File: src/rtl/hack_cpu.sv
// hack_cpu: 16-bit Hack-ISA accumulator core.
// Holds the A, D and PC registers and a 6-control-bit ALU. It talks to a
// synchronous-read instruction ROM and a synchronous-read, write-first data RAM.
// Because both memories register their read data, the core presents the *next*
// fetch address and the *next* data address combinationally, so the word for the
// following instruction is already on memory_i / instruction when it executes.
// The reset input is active-low and asynchronous; while it is low every
// externally visible control output is forced to zero.
module hack_cpu (
   input  logic        clk,
   input  logic        reset,
   input  logic [15:0] instruction,
   output logic [14:0] next_instruction_addr_o,
   output logic [14:0] memory_addr_o,
   output logic        memory_we_o,
   input  logic [15:0] memory_i,
   output logic [15:0] memory_o
);

   // Architectural state and next-state values.
   logic [15:0] a_q, a_d;
   logic [15:0] d_q, d_d;
   logic [14:0] pc_q, pc_d;

   // Instruction fields. For an A-instruction only is_c matters (it is 0).
   logic       is_c;
   logic       sel_m;
   logic       zx, nx, zy, ny, fn, no;
   logic       dst_a, dst_d, dst_m;
   logic       j_lt, j_eq, j_gt;

   // ALU operands, intermediate values and flags.
   logic [15:0] alu_y;
   logic [15:0] x_z, x_n, y_z, y_n;
   logic [15:0] alu_f;
   logic [15:0] alu_out;
   logic        alu_zr, alu_ng;
   logic        jump_taken;
   logic        write_m;

   // Bits 14:13 of a C-instruction carry no meaning in this ISA.
   logic unused_bits;
   assign unused_bits = ^instruction[14:13];

   // Split the instruction word into its control fields.
   always_comb begin
      is_c  = instruction[15];
      sel_m = instruction[12];
      zx    = instruction[11];
      nx    = instruction[10];
      zy    = instruction[9];
      ny    = instruction[8];
      fn    = instruction[7];
      no    = instruction[6];
      dst_a = instruction[5];
      dst_d = instruction[4];
      dst_m = instruction[3];
      j_lt  = instruction[2];
      j_eq  = instruction[1];
      j_gt  = instruction[0];
   end

   // Hack ALU: x is always D, y is A or M depending on the a-bit.
   always_comb begin
      alu_y   = sel_m ? memory_i : a_q;
      x_z     = zx ? 16'h0000 : d_q;
      x_n     = nx ? ~x_z : x_z;
      y_z     = zy ? 16'h0000 : alu_y;
      y_n     = ny ? ~y_z : y_z;
      alu_f   = fn ? (x_n + y_n) : (x_n & y_n);
      alu_out = no ? ~alu_f : alu_f;
      alu_zr  = (alu_out == 16'h0000);
      alu_ng  = alu_out[15];
   end

   // Jump decision and register next-state; A-instructions never jump.
   always_comb begin
      a_d        = a_q;
      d_d        = d_q;
      pc_d       = pc_q + 15'd1;
      write_m    = 1'b0;
      jump_taken = 1'b0;
      if (!is_c) begin
         a_d = {1'b0, instruction[14:0]};
      end else begin
         jump_taken = (j_lt & alu_ng) | (j_eq & alu_zr) | (j_gt & ~alu_zr & ~alu_ng);
         write_m    = dst_m;
         if (dst_a) a_d = alu_out;
         if (dst_d) d_d = alu_out;
         // The jump target is the A value held before this edge.
         if (jump_taken) pc_d = a_q[14:0];
      end
   end

   // Memory-side outputs. A write targets the current A; otherwise present the
   // A value of the next instruction so its M is ready when it executes.
   always_comb begin
      memory_o                = alu_out;
      memory_we_o             = 1'b0;
      memory_addr_o           = 15'h0000;
      next_instruction_addr_o = 15'h0000;
      if (reset) begin
         memory_we_o             = write_m;
         memory_addr_o           = write_m ? a_q[14:0] : a_d[14:0];
         next_instruction_addr_o = pc_d;
      end
   end

   // Register update with asynchronous active-low clear.
   always_ff @(posedge clk or negedge reset) begin
      if (!reset) begin
         a_q  <= 16'h0000;
         d_q  <= 16'h0000;
         pc_q <= 15'h0000;
      end else begin
         a_q  <= a_d;
         d_q  <= d_d;
         pc_q <= pc_d;
      end
   end

endmodule

File: config.mk
export PLATFORM = sky130hd
export DESIGN_NAME = hack_cpu
export DESIGN_NICKNAME = d
export VERILOG_FILES = /design/src/rtl/hack_cpu.sv
export SDC_FILE = /design/constraint.sdc
export NUM_CORES = 1
export LEC_CHECK = 0
export ABC_AREA = 1
export CORE_ASPECT_RATIO = 0.6
export CORE_UTILIZATION = 30
export DETAILED_ROUTE_END_ITERATION = 16
export PLACE_DENSITY = 0.47
export SLEW_MARGIN = 20
export SYNTH_ARGS = -nofsm -noshare
export SYNTH_HDL_FRONTEND = slang
export SYNTH_SLANG_ARGS = --single-unit
File: constraint.sdc
create_clock -name clk -period 7.2 [get_ports clk]
set_input_delay 0.72 -clock clk [delete_from_list [all_inputs] [get_ports clk]]
set_output_delay 0.72 -clock clk [all_outputs]
set_load 0.02 [all_outputs]
==> Yosys cells after proc, flatten, opt, wreduce, memory -nomap -nowiden <==
Index checks and enable logic that the tools add are counted.
{ "totals": {"out_inout_bits": 47, "regBits": 47} }
{ "classes": {"n_eq_ne": 1, "bitwise": 12, "reduce_logical": 2, "muxes": 16, "n_addsub": 2} }
{ "ops": {"columns": ["operator", "n"], "rows": [
  ["16-bit 2-to-1 mux", 9],
  ["15-bit 2-to-1 mux", 5],
  ["16-bit inverter", 3],
  ["16-bit adder", 1],
  ["16-bit bitwise AND", 1],
  ["16-bit logical NOT", 1],
  ["15-bit by 1-bit adder with 15-bit output, second input constant", 1],
  ["1-bit bitwise AND", 4],
  ["1-bit 2-to-1 mux", 2],
  ["2-bit inequality test, second input constant", 1],
  ["1-bit inverter", 2],
  ["1-bit OR", 2],
  ["2-bit AND reduction", 1]
]} }

==> Longest topological paths before layout <==
{ "logic_depth": {"word_depth": 16, "depth_mapped": 26} }

==> Least setup slack after synthesis <==
OpenSTA, ideal clock, no wires.
{ "synth_path": {"kind": "input to output", "startpoint": "input instruction[10]", "endpoint": "output next_instruction_addr_o[10]", "arrival_time_ps": 3843, "cell_stages": 17, "setup_slack_ps": 2637, "path_buffers": 3, "path_cell_list": "clkbuf_1 -> buf_1 -> xor2_1 -> inv_1 -> fa_1 -> nand2_1 -> nand2_1 -> xor2_1 -> nor2_1 -> nand3_1 -> nor3_1 -> nand4_1 -> nand3_4 -> nand2_4 -> buf_8 -> nand2_2 -> a21oi_2"} }
{ "synth_between": {"elab_chain_len": 13, "word_cells_on_any_way": 18, "cone_classes": "add/sub: 1; mux: 6; bitwise: 10; reduce/logical: 1"} }
{ "synth_lines": {"columns": ["element", "line_no", "source"], "rows": [
  ["start, declared", "12", "input logic [15:0] instruction,"],
  ["16-bit 2-to-1 mux *", "67", "x_n = nx ? ~x_z : x_z;"],
  ["16-bit adder or 16-bit bitwise AND (tied branches)", "70", "alu_f = fn ? (x_n + y_n) : (x_n & y_n);"],
  ["16-bit 2-to-1 mux *", "70", null],
  ["16-bit inverter", "71", "alu_out = no ? ~alu_f : alu_f;"],
  ["16-bit 2-to-1 mux *", "71", null],
  ["named net memory_o[1]", "17", "output logic [15:0] memory_o"],
  ["16-bit logical NOT *", "72", "alu_zr = (alu_out == 16'h0000);"],
  ["1-bit inverter", "86", "jump_taken = (j_lt & alu_ng) | (j_eq & alu_zr) | (j_gt & ~alu_zr & ~alu_ng);"],
  ["1-bit bitwise AND (2 in series)", "86", null],
  ["1-bit OR *", "86", null],
  ["15-bit 2-to-1 mux *", "91", "if (jump_taken) pc_d = a_q[14:0];"],
  ["15-bit 2-to-1 mux *", "83", "if (!is_c) begin"],
  ["15-bit 2-to-1 mux *", "102", "if (reset) begin"],
  ["end, declared", "13", "output logic [14:0] next_instruction_addr_o,"]
]} }
Mark *: on every way through the listed nets, which the timed path passes. The rest lies on a longest branch.

==> Final worst setup path <==
{ "layout_path": {"startpoint": "input instruction[12]", "endpoint": "output next_instruction_addr_o[10]"} }
{ "layout_between": {"elab_chain_len": 16, "word_cells_on_any_way": 21, "cone_classes": "add/sub: 1; mux: 8; bitwise: 11; reduce/logical: 1"} }
{ "layout_lines": {"columns": ["element", "line_no", "source"], "rows": [
  ["16-bit 2-to-1 mux *", "65", "alu_y = sel_m ? memory_i : a_q;"],
  ["16-bit 2-to-1 mux *", "68", "y_z = zy ? 16'h0000 : alu_y;"],
  ["16-bit inverter", "69", "y_n = ny ? ~y_z : y_z;"],
  ["16-bit 2-to-1 mux *", "69", null],
  ["16-bit adder or 16-bit bitwise AND (tied branches)", "70", null],
  ["16-bit 2-to-1 mux *", "70", null],
  ["16-bit inverter", "71", null],
  ["16-bit 2-to-1 mux *", "71", null],
  ["16-bit logical NOT", "72", null],
  ["1-bit inverter", "86", null],
  ["1-bit bitwise AND (2 in series)", "86", null],
  ["1-bit OR *", "86", null],
  ["15-bit 2-to-1 mux *", "91", null],
  ["15-bit 2-to-1 mux *", "83", null],
  ["15-bit 2-to-1 mux *", "102", null]
]} }
Mark *: on every way between the ends. The rest lies on a longest branch, timed or not.

==> flow_metrics.py <==
metrics = {
    "setup_path": {
        "crit_path_top_delay_cell": "clkdlybuf4s50_1",
        "crit_type": "primary input to output pin",
        "slowest_delay_ns": 0.62,
        "arrival_ns": 5.68,
        "critPathLaunchType": "primary input",
        "critPathMostFrequentCell": "nand3_1",
        "path_cells": "clkdlybuf4s50_1, inv_1, a21oi_1, o21ai_0, xor2_1, ha_1, fa_1, nand2_1, a21oi_2, nand3_1, nand3_1, nand2_1, nand3_1, nand3_1, nand2_1, nand2_1, nor2_2, nand3_1, nand2_2, nand3_4, nand2_4, nand2_2, a21oi_2, clkdlybuf4s50_1",
        "worst_setup_path_end_kind": "output pin",
        "cp.required_ns": 6.48,
        "critPathMaxFanout": 27,
    },
    "floorplanning": {
        "std_cell_rows": 35,
        "core_region_area_sq_um": 15370,
        "io_pins": 81,
        "dieWidth_microns": 163.9,
        "start_util": 0.3071,
        "die-area_sq_um": 16260,
        "die_h_microns": 99.17,
    },
    "finish": {
        "layoutNonFillerInstCount": 1022,
        "antenna_cells": 0,
        "final_core_util": 0.3796,
        "syn_to_final_growth_pct": 23.59,
        "drive_gt1_frac": 0.08913,
        "nets": 870,
    },
    "timing": {
        "fmax_mhz": 156.2,
        "slew_violations": 0,
        "finClkSkew_ns": 0.008635,
        "max_slew_margin": 0.4054,
        "period_needed_ns": 6.404,
        "setup_viol": 0,
        "finalSetupTns_ns": 0,
        "fin_ws_ns": 0.7962,
        "tightest_slew_ns": 0.8898,
        "fin_crit_sh": 0.8894,
        "rsz0062_at_grt": "no",
        "finalHoldViolations": 0,
    },
    "synth": {
        "synth.area.top_cells": "dfrtp_1, nand2_1, inv_1",
        "async_flop_share": 1.000,
        "syn-instance-count": 753,
        "synth_edf_count": 0,
        "yosysTopAreaCellShare": 0.2491,
        "yosysSeqAreaShare": 0.2491,
        "syn_nets": 805,
        "syn_avg_cell_area_sq_um": 6.269,
        "synthDistinctLibCells": 36,
        "synth_top_area_cell": "dfrtp_1",
        "synthTopCellsByCount": "nand2_1, inv_1, nand3_1",
        "synth_warnings": 0,
        "synth-main-ff-cell": "dfrtp_1",
        "synth-seq-cells": 47,
        "yosysMostFrequentCell": "nand2_1",
        "synth_area_sq_um": 4721,
    },
    "power_and_ir_drop": {
        "ir_drop_mv": 0.09289,
        "p_per_area_nw_per_um2": 275.4,
        "p_leak_nw": 2.957,
    },
    "detailed_routing": {
        "vias": 5041,
        "wl_per_cell_microns": 16.55,
        "ant_nets": 0,
        "drt_first_pass_iters": 5,
        "drt_iter0_markers": 331,
        "avgViaCountPerCell": 4.932,
        "drc": 0,
        "routed_wl_mm": 16.92,
    },
    "clock_tree": {
        "clockBufferDepth": 2,
        "cts-root-buf": "clkbuf_16",
        "cts_tree": "yes",
        "post_cts_resized": 0,
        "h-tree-depth": 2,
        "cts_inserted_buffers": 5,
        "path_clk_slew_ns": 0.08,
        "cts.sinks": 47,
        "cts.hold.buffers_added": 0,
        "cts_setup_buffers": 0,
        "insertion_delay_ns": 0.30,
    },
    "grt": {
        "grt_use_total": 0.2136,
        "first_global_vias": 4758,
        "grt_max_degree": 49,
        "grt_pass1_wl_mm": 26.39,
        "antenna_found_initial": 0,
        "grt-ovfl-total": 0,
    },
    "hold_path": {
        "hp-class": "flop to flop",
    },
    "flow_run": {
        "max_cap_viol_count": 0,
    },
    "place": {
        "port_buffers": 80,
        "dp_slack_ns": 0.8701,
        "dp_hpwl_mm": 13.27,
        "dp_cells": 1014,
        "gp_congestion": 0.9023,
    },
    "run_status": {
        "status": "completed",
    },
}
registers in the layout, summed over array words and instances (netlist names):
signal,cells
a_q,16
d_q,16
pc_q,15
placed cells by master, fill, tap and decap left out, types with 17 or more instances in the layout:
master,instances
a21oi_1,24
clkdlybuf4s50_1,79
dfrtp_1,47
ha_1,17
inv_1,121
nand2_1,211
nand2_2,28
nand3_1,86
nor2_1,28
o21ai_0,45
xor2_1,44
layout make-up:
type / count / area (sq um)
clock buffers: 6 / 138.9
clock inverters: 2 / 16.27
fillers: 1678 / 9537
inverters: 133 / 499.2
multi-input cells: 545 / 2909
flip-flops and latches: 47 / 1176
well taps: 203 / 254.0
repair buffers: 86 / 840.8
cell families after synthesis:
family                     Yosys count  synth area share
DFF                                 47            0.2491
xor gates and xnor gates            47           0.08720
adders and majority gates           18           0.04930
buffers and inverters              161            0.1346
and+or+nand+nor                    385            0.3650
AOI/OAI and AO/OA                   95            0.1148
path summary, 6_finish.rpt:
kind	slack, ns	endpoint	cells past startpoint	from
worst max-delay path	0.80	next_instruction_addr_o[10]	24	instruction[12]
worst min-delay path	0.49	d_q[1]$_DFFE_PN0P_	2	d_q[1]$_DFFE_PN0P_
worst max register to register	3.31	pc_q[0]$_DFF_PN0_	23	a_q[0]$_DFF_PN0_
worst min register to register	0.49	d_q[1]$_DFFE_PN0P_	2	d_q[1]$_DFFE_PN0P_
max in group asynchronous	6.17	a_q[1]$_DFF_PN0_	2	reset
min in group asynchronous	0.56	pc_q[13]$_DFF_PN0_	2	reset
power breakdown:
part | switching [W] | leakage, nW | internal [W] | total [W]
Combinational | 0.000604 | 2.33 | 0.000360 | 0.000964
Sequential | 0.0000480 | 0.555 | 0.000336 | 0.000384
Clock | 0.000119 | 0.0731 | 0.000139 | 0.000258
metrics by stage:
step,cell area [sq um],hold WS (ns),total power (W)
final,5834,0.4918,0.001607
after global routing,5834,0.5121,0.001739
after CTS,5834,0.4894,0.001612
after detailed placement,5679,0.4699,0.001348
after global placement,5679,0.4647,0.001333
after floorplan,4721,0.4244,0.001039
per-layer routing:
metal	part of all wire	track usage	up-vias	wire length, microns
met2	0.39	0.2950	172	6680
met5	0	0	-	0
met3	0.075	0.04837	13	1268
met4	0.0044	0.02635	0	74
li1	-	-	2495	-
met1	0.53	0.3377	2361	8895
worst max-delay path: cells and delay by family:
kind / cells / cell delay [ns]
buf+inv: 3 / 1.62
simple gates: 14 / 1.98
xor+xnor: 1 / 0.18
fa+ha+maj: 2 / 0.49
compound gates: 4 / 0.65
(Power assumes the default switching activity.)
